[config.mk]
export PLATFORM = sky130hd
export DESIGN_NAME = move_stepper_ctrl_flat
export DESIGN_NICKNAME = d
export VERILOG_FILES = /design/src/rtl/move_stepper_ctrl_pkg.sv /design/src/rtl/move_stepper_ctrl_if.sv /design/src/rtl/move_stepper_ctrl_step_timer.sv /design/src/rtl/move_stepper_ctrl.sv /design/src/flat_wrapper.sv
export SDC_FILE = /design/constraint.sdc
export NUM_CORES = 1
export LEC_CHECK = 0
export ABC_AREA = 0
export BUFFER_PORTS_ARGS = -buffer_cell sky130_fd_sc_hd__buf_2
export CORE_MARGIN = 2
export CORE_UTILIZATION = 58
export DETAILED_ROUTE_END_ITERATION = 10
export GPL_TIMING_DRIVEN = 0
export PLACE_DENSITY = 0.82
export SYNTH_ARGS = -nofsm -noshare
export SYNTH_HDL_FRONTEND = slang
export SYNTH_SLANG_ARGS = --single-unit
[constraint.sdc]
create_clock -name clock -period 2.15 [get_ports clock]
set_input_delay 0.3225 -clock clock [delete_from_list [all_inputs] [get_ports clock]]
set_output_delay 0.3225 -clock clock [all_outputs]
set_load 0.05 [all_outputs]
[src/rtl/move_stepper_ctrl_pkg.sv]
// Shared definitions for the cube-robot face stepper controller.
//   state_t          : sequencing FSM state encoding
//   FACE_* / INV_BIT : move_code field layout (face index stored +1, bit 0 = inverse)
//   max3()           : helper for sizing the shared cycle timer
package rbot_pkg;

    typedef enum logic [2:0] {
        S_IDLE,
        S_SETUP,
        S_STEP_HI,
        S_STEP_LO,
        S_SETTLE,
        S_DONE
    } state_t;

    localparam int CODE_W    = 4;
    localparam int FACE_LSB  = 1;
    localparam int FACE_MSB  = 3;
    localparam int FACE_BASE = 1;
    localparam int INV_BIT   = 0;

    function automatic int max3(input int a, input int b, input int c);
        int m;
        m = (a > b) ? a : b;
        return (m > c) ? m : c;
    endfunction

endpackage

[src/rtl/move_stepper_ctrl_if.sv]
// Move request / completion handshake between the sequencer host and the
// stepper controller.
//   move_code  : [3:1] face index + 1, [0] inverse (counter-clockwise)
//   half_turn  : 1 = 180 degree move
//   move_valid : request, accepted when move_valid & move_ready
//   move_ready : controller idle
//   move_done  : one-cycle completion pulse
//   move_err   : one-cycle pulse after an invalid code was accepted
interface move_stepper_ctrl_if;
    logic [3:0] move_code;
    logic       half_turn;
    logic       move_valid;
    logic       move_ready;
    logic       move_done;
    logic       move_err;

    modport master (
        output move_code, half_turn, move_valid,
        input  move_ready, move_done, move_err
    );

    modport slave (
        input  move_code, half_turn, move_valid,
        output move_ready, move_done, move_err
    );
endinterface

[src/rtl/move_stepper_ctrl_step_timer.sv]
// Loadable down-counter with terminal-count flag. Loading N-1 makes the
// owner state last exactly N cycles; the count holds at zero (never wraps).
//   clock, reset : rising-edge clock, synchronous active-high reset
//   load         : load load_val this cycle (overrides decrement)
//   load_val     : reload value
//   tc           : count is zero
module step_timer #(
    parameter int WIDTH = 8
) (
    input  logic             clock,
    input  logic             reset,
    input  logic             load,
    input  logic [WIDTH-1:0] load_val,
    output logic             tc
);
    logic [WIDTH-1:0] count;

    always_ff @(posedge clock) begin
        if (reset) begin
            count <= '0;
        end else if (load) begin
            count <= load_val;
        end else if (count != '0) begin
            count <= count - 1'b1;
        end
    end

    assign tc = (count == '0);
endmodule

[src/rtl/move_stepper_ctrl.sv]
// Face stepper move controller: accepts one move at a time, enables the
// selected face driver, sets direction, emits a burst of step pulses on the
// shared step line, settles, then reports completion.
//   clock, reset : rising-edge clock, synchronous active-high reset
//   mv           : move request handshake (slave side)
//   dir_pin      : !inverse of the accepted move, held through the move
//   step_pin     : shared step pulse
//   en_pins      : one-hot enable of the selected face driver
//
// state     | meaning
// ----------+---------------------------------------------------
// S_IDLE    | ready for a move, all drivers disabled
// S_SETUP   | driver enabled, direction settling before 1st step
// S_STEP_HI | step line high for one half period
// S_STEP_LO | step line low for one half period
// S_SETTLE  | all steps issued, driver held enabled while rotor settles
// S_DONE    | single-cycle completion pulse, driver disabled
module move_stepper_ctrl
    import rbot_pkg::*;
#(
    parameter int NUM_FACES        = 6,
    parameter int QUARTER_STEPS    = 51,
    parameter int STEP_HALF_PERIOD = 62500,
    parameter int DIR_SETUP        = 10,
    parameter int SETTLE_CYCLES    = 10
) (
    input  logic                 clock,
    input  logic                 reset,
    move_stepper_ctrl_if.slave   mv,
    output logic                 dir_pin,
    output logic                 step_pin,
    output logic [NUM_FACES-1:0] en_pins
);
    localparam int CNT_W  = $clog2(max3(STEP_HALF_PERIOD, DIR_SETUP, SETTLE_CYCLES) + 1);
    localparam int STEP_W = $clog2(2 * QUARTER_STEPS + 1);

    localparam logic [2:0]       FACE_ONE   = 3'(FACE_BASE);
    localparam logic [2:0]       FACE_LAST  = 3'(NUM_FACES);
    localparam logic [CNT_W-1:0] LD_SETUP   = CNT_W'(DIR_SETUP - 1);
    localparam logic [CNT_W-1:0] LD_PHASE   = CNT_W'(STEP_HALF_PERIOD - 1);
    localparam logic [CNT_W-1:0] LD_SETTLE  = CNT_W'(SETTLE_CYCLES - 1);
    localparam logic [NUM_FACES-1:0] EN_LSB = NUM_FACES'(1);

    state_t            state, state_next;
    logic [2:0]        face_field;
    logic [2:0]        face_q;
    logic              half_q;
    logic              err_q;
    logic [STEP_W-1:0] steps_q;
    logic [STEP_W-1:0] steps_target;
    logic              accept;
    logic              code_ok;
    logic              tmr_load;
    logic [CNT_W-1:0]  tmr_val;
    logic              tmr_tc;

    assign face_field   = mv.move_code[FACE_MSB:FACE_LSB];
    assign code_ok      = (face_field >= FACE_ONE) && (face_field <= FACE_LAST);
    assign accept       = mv.move_valid && (state == S_IDLE);
    assign steps_target = half_q ? STEP_W'(2 * QUARTER_STEPS) : STEP_W'(QUARTER_STEPS);

    step_timer #(.WIDTH(CNT_W)) u_step_timer (
        .clock    (clock),
        .reset    (reset),
        .load     (tmr_load),
        .load_val (tmr_val),
        .tc       (tmr_tc)
    );

    always_ff @(posedge clock) begin
        if (reset) begin
            state <= S_IDLE;
        end else begin
            state <= state_next;
        end
    end

    // Timer is reloaded on every state change with the length of the state entered.
    always_comb begin
        state_next = state;
        tmr_load   = 1'b0;
        tmr_val    = '0;
        case (state)
            S_IDLE: begin
                if (accept && code_ok) begin
                    state_next = S_SETUP;
                    tmr_load   = 1'b1;
                    tmr_val    = LD_SETUP;
                end
            end
            S_SETUP: begin
                if (tmr_tc) begin
                    state_next = S_STEP_HI;
                    tmr_load   = 1'b1;
                    tmr_val    = LD_PHASE;
                end
            end
            S_STEP_HI: begin
                if (tmr_tc) begin
                    state_next = S_STEP_LO;
                    tmr_load   = 1'b1;
                    tmr_val    = LD_PHASE;
                end
            end
            S_STEP_LO: begin
                if (tmr_tc) begin
                    tmr_load = 1'b1;
                    if (steps_q == steps_target) begin
                        state_next = S_SETTLE;
                        tmr_val    = LD_SETTLE;
                    end else begin
                        state_next = S_STEP_HI;
                        tmr_val    = LD_PHASE;
                    end
                end
            end
            S_SETTLE: begin
                if (tmr_tc) begin
                    state_next = S_DONE;
                end
            end
            S_DONE: begin
                state_next = S_IDLE;
            end
            default: begin
                state_next = S_IDLE;
            end
        endcase
    end

    always_comb begin
        mv.move_ready = 1'b0;
        mv.move_done  = 1'b0;
        step_pin      = 1'b0;
        en_pins       = '0;
        case (state)
            S_IDLE:    mv.move_ready = 1'b1;
            S_SETUP:   en_pins = EN_LSB << face_q;
            S_STEP_HI: begin
                en_pins  = EN_LSB << face_q;
                step_pin = 1'b1;
            end
            S_STEP_LO: en_pins = EN_LSB << face_q;
            S_SETTLE:  en_pins = EN_LSB << face_q;
            S_DONE:    mv.move_done = 1'b1;
            default:   ;
        endcase
    end

    assign mv.move_err = err_q;

    // Step edges are counted when STEP_HI is entered, so the count equals the
    // number of pulses already issued while in STEP_LO.
    always_ff @(posedge clock) begin
        if (reset) begin
            face_q  <= '0;
            half_q  <= 1'b0;
            dir_pin <= 1'b0;
            err_q   <= 1'b0;
            steps_q <= '0;
        end else begin
            err_q <= accept && !code_ok;
            if (accept && code_ok) begin
                face_q  <= face_field - FACE_ONE;
                half_q  <= mv.half_turn;
                dir_pin <= !mv.move_code[INV_BIT];
                steps_q <= '0;
            end else if (state_next == S_STEP_HI && state != S_STEP_HI) begin
                steps_q <= steps_q + 1'b1;
            end
        end
    end
endmodule
[src/flat_wrapper.sv]
// flat-port wrapper written by rule: the top's interface ports become plain ports
module move_stepper_ctrl_flat import rbot_pkg::*;
#(
    parameter int NUM_FACES        = 6,
    parameter int QUARTER_STEPS    = 51,
    parameter int STEP_HALF_PERIOD = 62500,
    parameter int DIR_SETUP        = 10,
    parameter int SETTLE_CYCLES    = 10
)
  (clock, reset, dir_pin, step_pin, en_pins, mv_move_code, mv_half_turn, mv_move_valid, mv_move_ready, mv_move_done, mv_move_err);
  move_stepper_ctrl_if mv_i ();
  input  logic clock;
  input  logic reset;
  output logic dir_pin;
  output logic step_pin;
  output logic [NUM_FACES-1:0] en_pins;
  input wire logic [$bits(mv_i.move_code)-1:0] mv_move_code;
  input wire logic [$bits(mv_i.half_turn)-1:0] mv_half_turn;
  input wire logic [$bits(mv_i.move_valid)-1:0] mv_move_valid;
  output wire logic [$bits(mv_i.move_ready)-1:0] mv_move_ready;
  output wire logic [$bits(mv_i.move_done)-1:0] mv_move_done;
  output wire logic [$bits(mv_i.move_err)-1:0] mv_move_err;
  assign mv_i.move_code = mv_move_code;
  assign mv_i.half_turn = mv_half_turn;
  assign mv_i.move_valid = mv_move_valid;
  assign mv_move_ready = mv_i.move_ready;
  assign mv_move_done = mv_i.move_done;
  assign mv_move_err = mv_i.move_err;
  move_stepper_ctrl #(.NUM_FACES(NUM_FACES), .QUARTER_STEPS(QUARTER_STEPS), .STEP_HALF_PERIOD(STEP_HALF_PERIOD), .DIR_SETUP(DIR_SETUP), .SETTLE_CYCLES(SETTLE_CYCLES)) u_core (.clock(clock), .reset(reset), .mv(mv_i), .dir_pin(dir_pin), .step_pin(step_pin), .en_pins(en_pins));
endmodule
---- Word level (Yosys, flattened, before mapping) ----
Index checks and enable logic that the tools add are counted.
storage, ports and cells
  output and inout port bits .............. 11
  logic and storage cells ................. 58
  bits in registers ....................... 32
  input port bits ......................... 8
operators by class
  reductions and logical operators ........ 15
  add/subtract/negate cells ............... 3
  shift operators ......................... 1
  mux-type cells .......................... 22
  eq/ne operators ......................... 8
  magnitude comparators ................... 2
operators by type and width
  cell                   count
  $mux 16                5
  $pmux 16 s3            1
  $mux 3                 6
  $logic_not 16->1       1
  $reduce_bool 16->1     1
  $sub 16x1->16 const B  1
  $pmux 3 s5             1
  $eq 3x2->1 const B     3
  $add 7x1->7 const B    1
  $eq 7x7->1             1
  $mux 7                 1
  $eq 3x3->1 const B     2
  $mux 6                 1
  $shl 1x3->6 const A    1
  $logic_and 1x1->1      5
  $mux 1                 5
  $mux 4                 1
  $reduce_or 2->1        2
  $reduce_or 4->1        1
  $eq 3x1->1 const B     1
  $ge 3x1->1 const B     1
  $le 3x3->1 const B     1
  $logic_not 3->1        1
  $ne 3x2->1 const B     1
  other kinds (5)        6

---- Longest topological paths before layout ----
  word-level depth ........................ 7
  gate-level depth with buffers ........... 9
  depth with buffers taken out ............ 7

---- Cells and area by module ----
A second synthesis with hierarchy kept.
unflattened totals
  cells, all modules ...................... 230
  area total of the unflattened synthesis .. 1905.6 µm²
by module, submodules not included
  module             area each (µm²)  seq. area each (µm²)  cells an instance  times used
  step_timer         964.7            320.3                 116                1
  move_stepper_ctrl  940.9            320.3                 114                1

---- Least setup slack after synthesis ----
No wires, ideal clock.
  path kind ............................... flip-flop to output port
  from .................................... register u_core.state[0]
  to ...................................... output port en_pins[0]
  arrival time ............................ 1.995 ns
  buffers on the path ..................... 1
  required time ........................... 1.827 ns
  path slack .............................. -0.168 ns
  stages on the path, launching flop included .. 6
  path through ............................ dfxtp_1 -> clkbuf_1 -> nor2_1 -> xnor2_1 -> nand2b_1 -> nor3_1
between the ends
  word-level cells in the longest chain between the ends .. 3
  elaborated cells on any way between the ends .. 6
  classes of those cells .................. eq/ne (4); mux (1); reduce/logical (1)
RTL lines
  what                                line                      text
  from (decl)                         move_stepper_ctrl.sv:44   state_t state, state_next;
  from (signal assigned)              move_stepper_ctrl.sv:74   state <= state_next;
  $eq 3x1->1 (tied with other cells)  move_stepper_ctrl.sv:136  case (state)
  $reduce_or 4->1 (no line) *         -
  $mux 6 *                            -
  to (decl)                           flat_wrapper.sv:16        output logic [NUM_FACES-1:0] en_pins;
Every way passes the cells marked *; elsewhere a longest branch is shown, timed or not.

---- Worst setup path in the final report ----
  from .................................... register u_core.state[1]
  to ...................................... register u_core.face_q[2]
between the ends
  word-level cells in the longest chain between the ends .. 3
RTL lines
  what                  line                      text
  $logic_not 3->1       move_stepper_ctrl.sv:59   assign accept = mv.move_valid && (state == S_IDLE);
  $logic_and 1x1->1     move_stepper_ctrl.sv:59
  $logic_and 1x1->1     move_stepper_ctrl.sv:163  if (accept && code_ok) begin
  to (signal assigned)  move_stepper_ctrl.sv:164  face_q <= face_field - FACE_ONE;
  to (decl)             move_stepper_ctrl.sv:46   logic [2:0] face_q;
Every way passes these cells.
A chain may end at the register's enable or synchronous reset.

==> flow_metrics.py <==
metrics = {
    "grt": {
        "grt_pass1_vias": 1479,
        "grt_pass1_wl_mm": 6.34,
        "antenna_found_initial": 0,
        "grt_util_all_layers_pct": 23.8,
        "grt_max_degree": 11,
        "grt_overflow": 0,
    },
    "synthesis": {
        "ys_seq_area_share_pct": 34.9,
        "synth_edf_count": 0,
        "syn_inst": 218,
        "ys_warn_count": 0,
        "synth.distinct_cells": 51,
        "syn_avg_cell_area_um2": 8.41,
        "synth_top_flop_cell": "dfxtp_1",
        "synth_area_mm2": 0.00183,
        "syn-num-nets": 231,
        "synth_seq_cells": 32,
        "synthArstFlopShare_pct": 0,
    },
    "placed_design": {
        "gp_congestion": 0.852,
        "dpl.hpwl_mm": 2.79,
        "placed_area_mm2": 0.00199,
        "placed_cells": 280,
        "numPortBuffers": 18,
    },
    "cts": {
        "clk_latency_ns": 0.35,
        "clk_pin_slew_ns": 0.11,
        "clock_sinks": 32,
        "tritoncts": "built",
        "cts-htree-levels": 2,
        "cts_buffer_depth": 2,
        "cts_root_buffer": "clkbuf_4",
        "cts_hold_buf": 0,
        "cts_buffers": 5,
    },
    "route": {
        "drc": 0,
        "drt_iter0_markers": 109,
        "via_count": 1756,
        "detail-route-antenna-nets": 0,
        "drt_first_pass_iters": 4,
        "drt-total-wl_mm": 4.21,
        "drt-vias-per-instance": 5.95,
        "routedWlPerCell_um": 14.3,
    },
    "setup_path": {
        "crit_required_ns": 2.40,
        "cpMaxStageDelayCell": "or4b_1",
        "endpoint_kind": "register",
        "path_max_fanout": 10,
        "crit_path_start_kind": "register",
        "criticalPathCategory": "register to register",
        "worst_path_most_repeated_cell": "buf_2",
        "path_buf_inv": 2,
        "worst_path_largest_cell_delay_ns": 0.68,
        "worstPathArrival_ns": 2.36,
        "cp_cell_sequence": "buf_2, or4b_1, nor3_4, buf_2, nor2_1, a211oi_1",
        "critPathTopFamily": "simple AND/OR/NAND/NOR gates",
    },
    "die": {
        "rows": 20,
        "dieArea_mm2": 0.00363,
        "die_w_um": 60.2,
        "io_pins": 19,
        "die_h_um": 60.2,
        "start_util_pct": 60.6,
        "design.core.area_mm2": 0.00303,
    },
    "cells_and_area": {
        "ff_latch_area_um2": 641,
        "drive_gt1_share_pct": 25.1,
        "fillers": 238,
        "area_growth_pct": 20.1,
        "multi_input_area_mm2": 0.00121,
        "design_area_mm2": 0.00220,
        "n_antenna_cell": 0,
        "fin_cells": 295,
        "final_net_count": 263,
    },
    "power_and_ir_drop": {
        "ir_worst_vdd_mv": 0.706,
        "switchingPower_mw": 1.34,
        "power_density_mw_per_mm2": 1350,
        "power_frac_comb_pct": 56.3,
        "sw_frac_of_total_pct": 45.1,
        "p_leak_nw": 0.884,
        "p_total_mw": 2.97,
        "power_frac_seq_pct": 31.0,
        "internal-power_mw": 1.63,
        "p_clk_share_pct": 12.7,
    },
    "hold_path": {
        "worst_hold_path_type": "primary input to register",
    },
    "timing": {
        "rsz0062_at_grt": "yes",
        "hold_viol_final": 0,
        "max_slew_margin_pct": 45.9,
        "drv_slew": 0,
        "worst_slew_pin_slew_ns": 0.805,
        "min_period_ns": 2.11,
        "fin_tns_setup_ns": 0,
        "period_share_pct": 98.1,
        "fmax_ghz": 0.474,
        "hold_ws_ns": 0.139,
        "setup_viol": 0,
        "clock_skew_ns": 0.0128,
    },
    "job": {
        "max_cap_viol_count": 0,
    },
    "outcome": {
        "status": "finished clean",
    },
}
[state kept, by name, indices dropped and copies added, names as in the netlist]
name / cells
u_core.u_step_timer.count: 16
u_core.face_q: 3
u_core.dir_pin: 1
u_core.steps_q: 7
u_core.half_q: 1
u_core.state: 3
u_core.mv.move_err: 1
[power groups by stage]
stage | combinational, mW | sequential [mW] | clock (mW)
2_1_floorplan | 1.19 | 0.897 | 0
3_3_place_gp | 1.42 | 0.916 | 0
3_5_place_dp | 1.45 | 0.922 | 0
4_1_cts | 1.50 | 0.916 | 0.378
5_1_grt | 1.82 | 0.943 | 0.407
6_report | 1.67 | 0.921 | 0.377
[per-layer routing]
layer	up-vias	track usage, %	part of all wire, %
met4	0	11.1	1.3
met2	63	37.4	48
met5	-	0	0
met3	6	7.58	6.4
li1	867	-	-
met1	820	29.3	44
[synth_stat cells (3+ instances only)]
master	number	area [um^2]
a211oi_1	6	45.0
a21oi_1	15	75.1
and3_1	5	31.3
buf_2	4	20.0
clkbuf_1	3	11.3
dfxtp_1	32	641
ha_1	5	62.6
inv_1	9	33.8
mux2i_1	5	50.1
nand2_1	16	60.1
nand2b_1	4	25.0
nand3_1	6	30.0
nor2_1	23	86.3
nor2b_1	3	18.8
nor3_1	10	50.1
nor3b_1	3	22.5
nor4_1	7	43.8
o21ai_0	5	25.0
or3_1	6	37.5
xnor2_1	7	61.3
xor2_1	5	43.8
[final timing paths]
check	startpoint	endpoint	slack (ns)	cells past startpoint
worst max-delay path	u_core.state[1]	u_core.face_q[2]	0.04	6
worst min-delay path	mv_move_code[0]	u_core.dir_pin	0.14	2
worst max register to register	u_core.state[1]	u_core.face_q[2]	0.04	6
worst min register to register	u_core.dir_pin	u_core.dir_pin	0.50	2
[cells by family after synthesis]
| logic type | share of synthesized area (%) |
|---|---|
| buffers and inverters | 4.16 |
| AOI/OAI and AO/OA | 17.6 |
| and+or+nand+nor | 30.8 |
| xor gates and xnor gates | 5.73 |
| muxes | 3.34 |
| DFF | 34.9 |
| adders and majority gates | 3.41 |
[per-stage QoR]
step	setup WS (ns)	utilization, %
floorplan	0.0999	-
global placement	-0.157	65.9
detailed placement	-0.173	65.9
CTS	0.0211	69.2
global route	-0.101	72.7
finish	0.0416	72.7
[placed cells by master, fill, tap and decap left out, types with 2 or more instances in the layout]
| master | n |
|---|---|
| dfxtp_1 | 32 |
| nor2_1 | 22 |
| buf_2 | 18 |
| nand2_1 | 15 |
| a21oi_1 | 14 |
| buf_4 | 10 |
| inv_1 | 9 |
| nor3_1 | 8 |
| clkbuf_4 | 7 |
| nor4_1 | 6 |
| a211oi_1 | 6 |
| xnor2_1 | 6 |
| or3_1 | 6 |
| and3_1 | 5 |
| xor2_1 | 5 |
| nand3_1 | 5 |
| o21ai_0 | 5 |
| ha_1 | 5 |
| nand2b_1 | 4 |
| mux2i_1 | 4 |
| nor2b_1 | 3 |
| clkbuf_1 | 3 |
| nor3_2 | 2 |
| nor3b_2 | 2 |
| nor4_2 | 2 |
| nand4b_1 | 2 |
| o211ai_1 | 2 |
| nand4_1 | 2 |
| o31a_1 | 2 |
| or4_4 | 2 |
| o31a_2 | 2 |
| nand3b_1 | 2 |
| o31ai_1 | 2 |
| o2111ai_1 | 2 |
[area by class of cell]
| type | count | area share (%) |
|---|---|---|
| Buffer | 8 | 2.39 |
| Sequential cell | 32 | 29.1 |
| Timing Repair Buffer | 25 | 6.70 |
| Clock buffer | 8 | 2.67 |
| Tap cell | 44 | 2.50 |
| Inverter | 9 | 1.53 |
| Multi-Input combinational cell | 169 | 55.1 |
[what timing repair did]
action,4_1_cts,5_1_grt
setup endpoints to repair,24,19
gates resized for setup,11,11
pin swaps,0,4
buffers inserted,0,7
(Power assumes the default switching activity.)
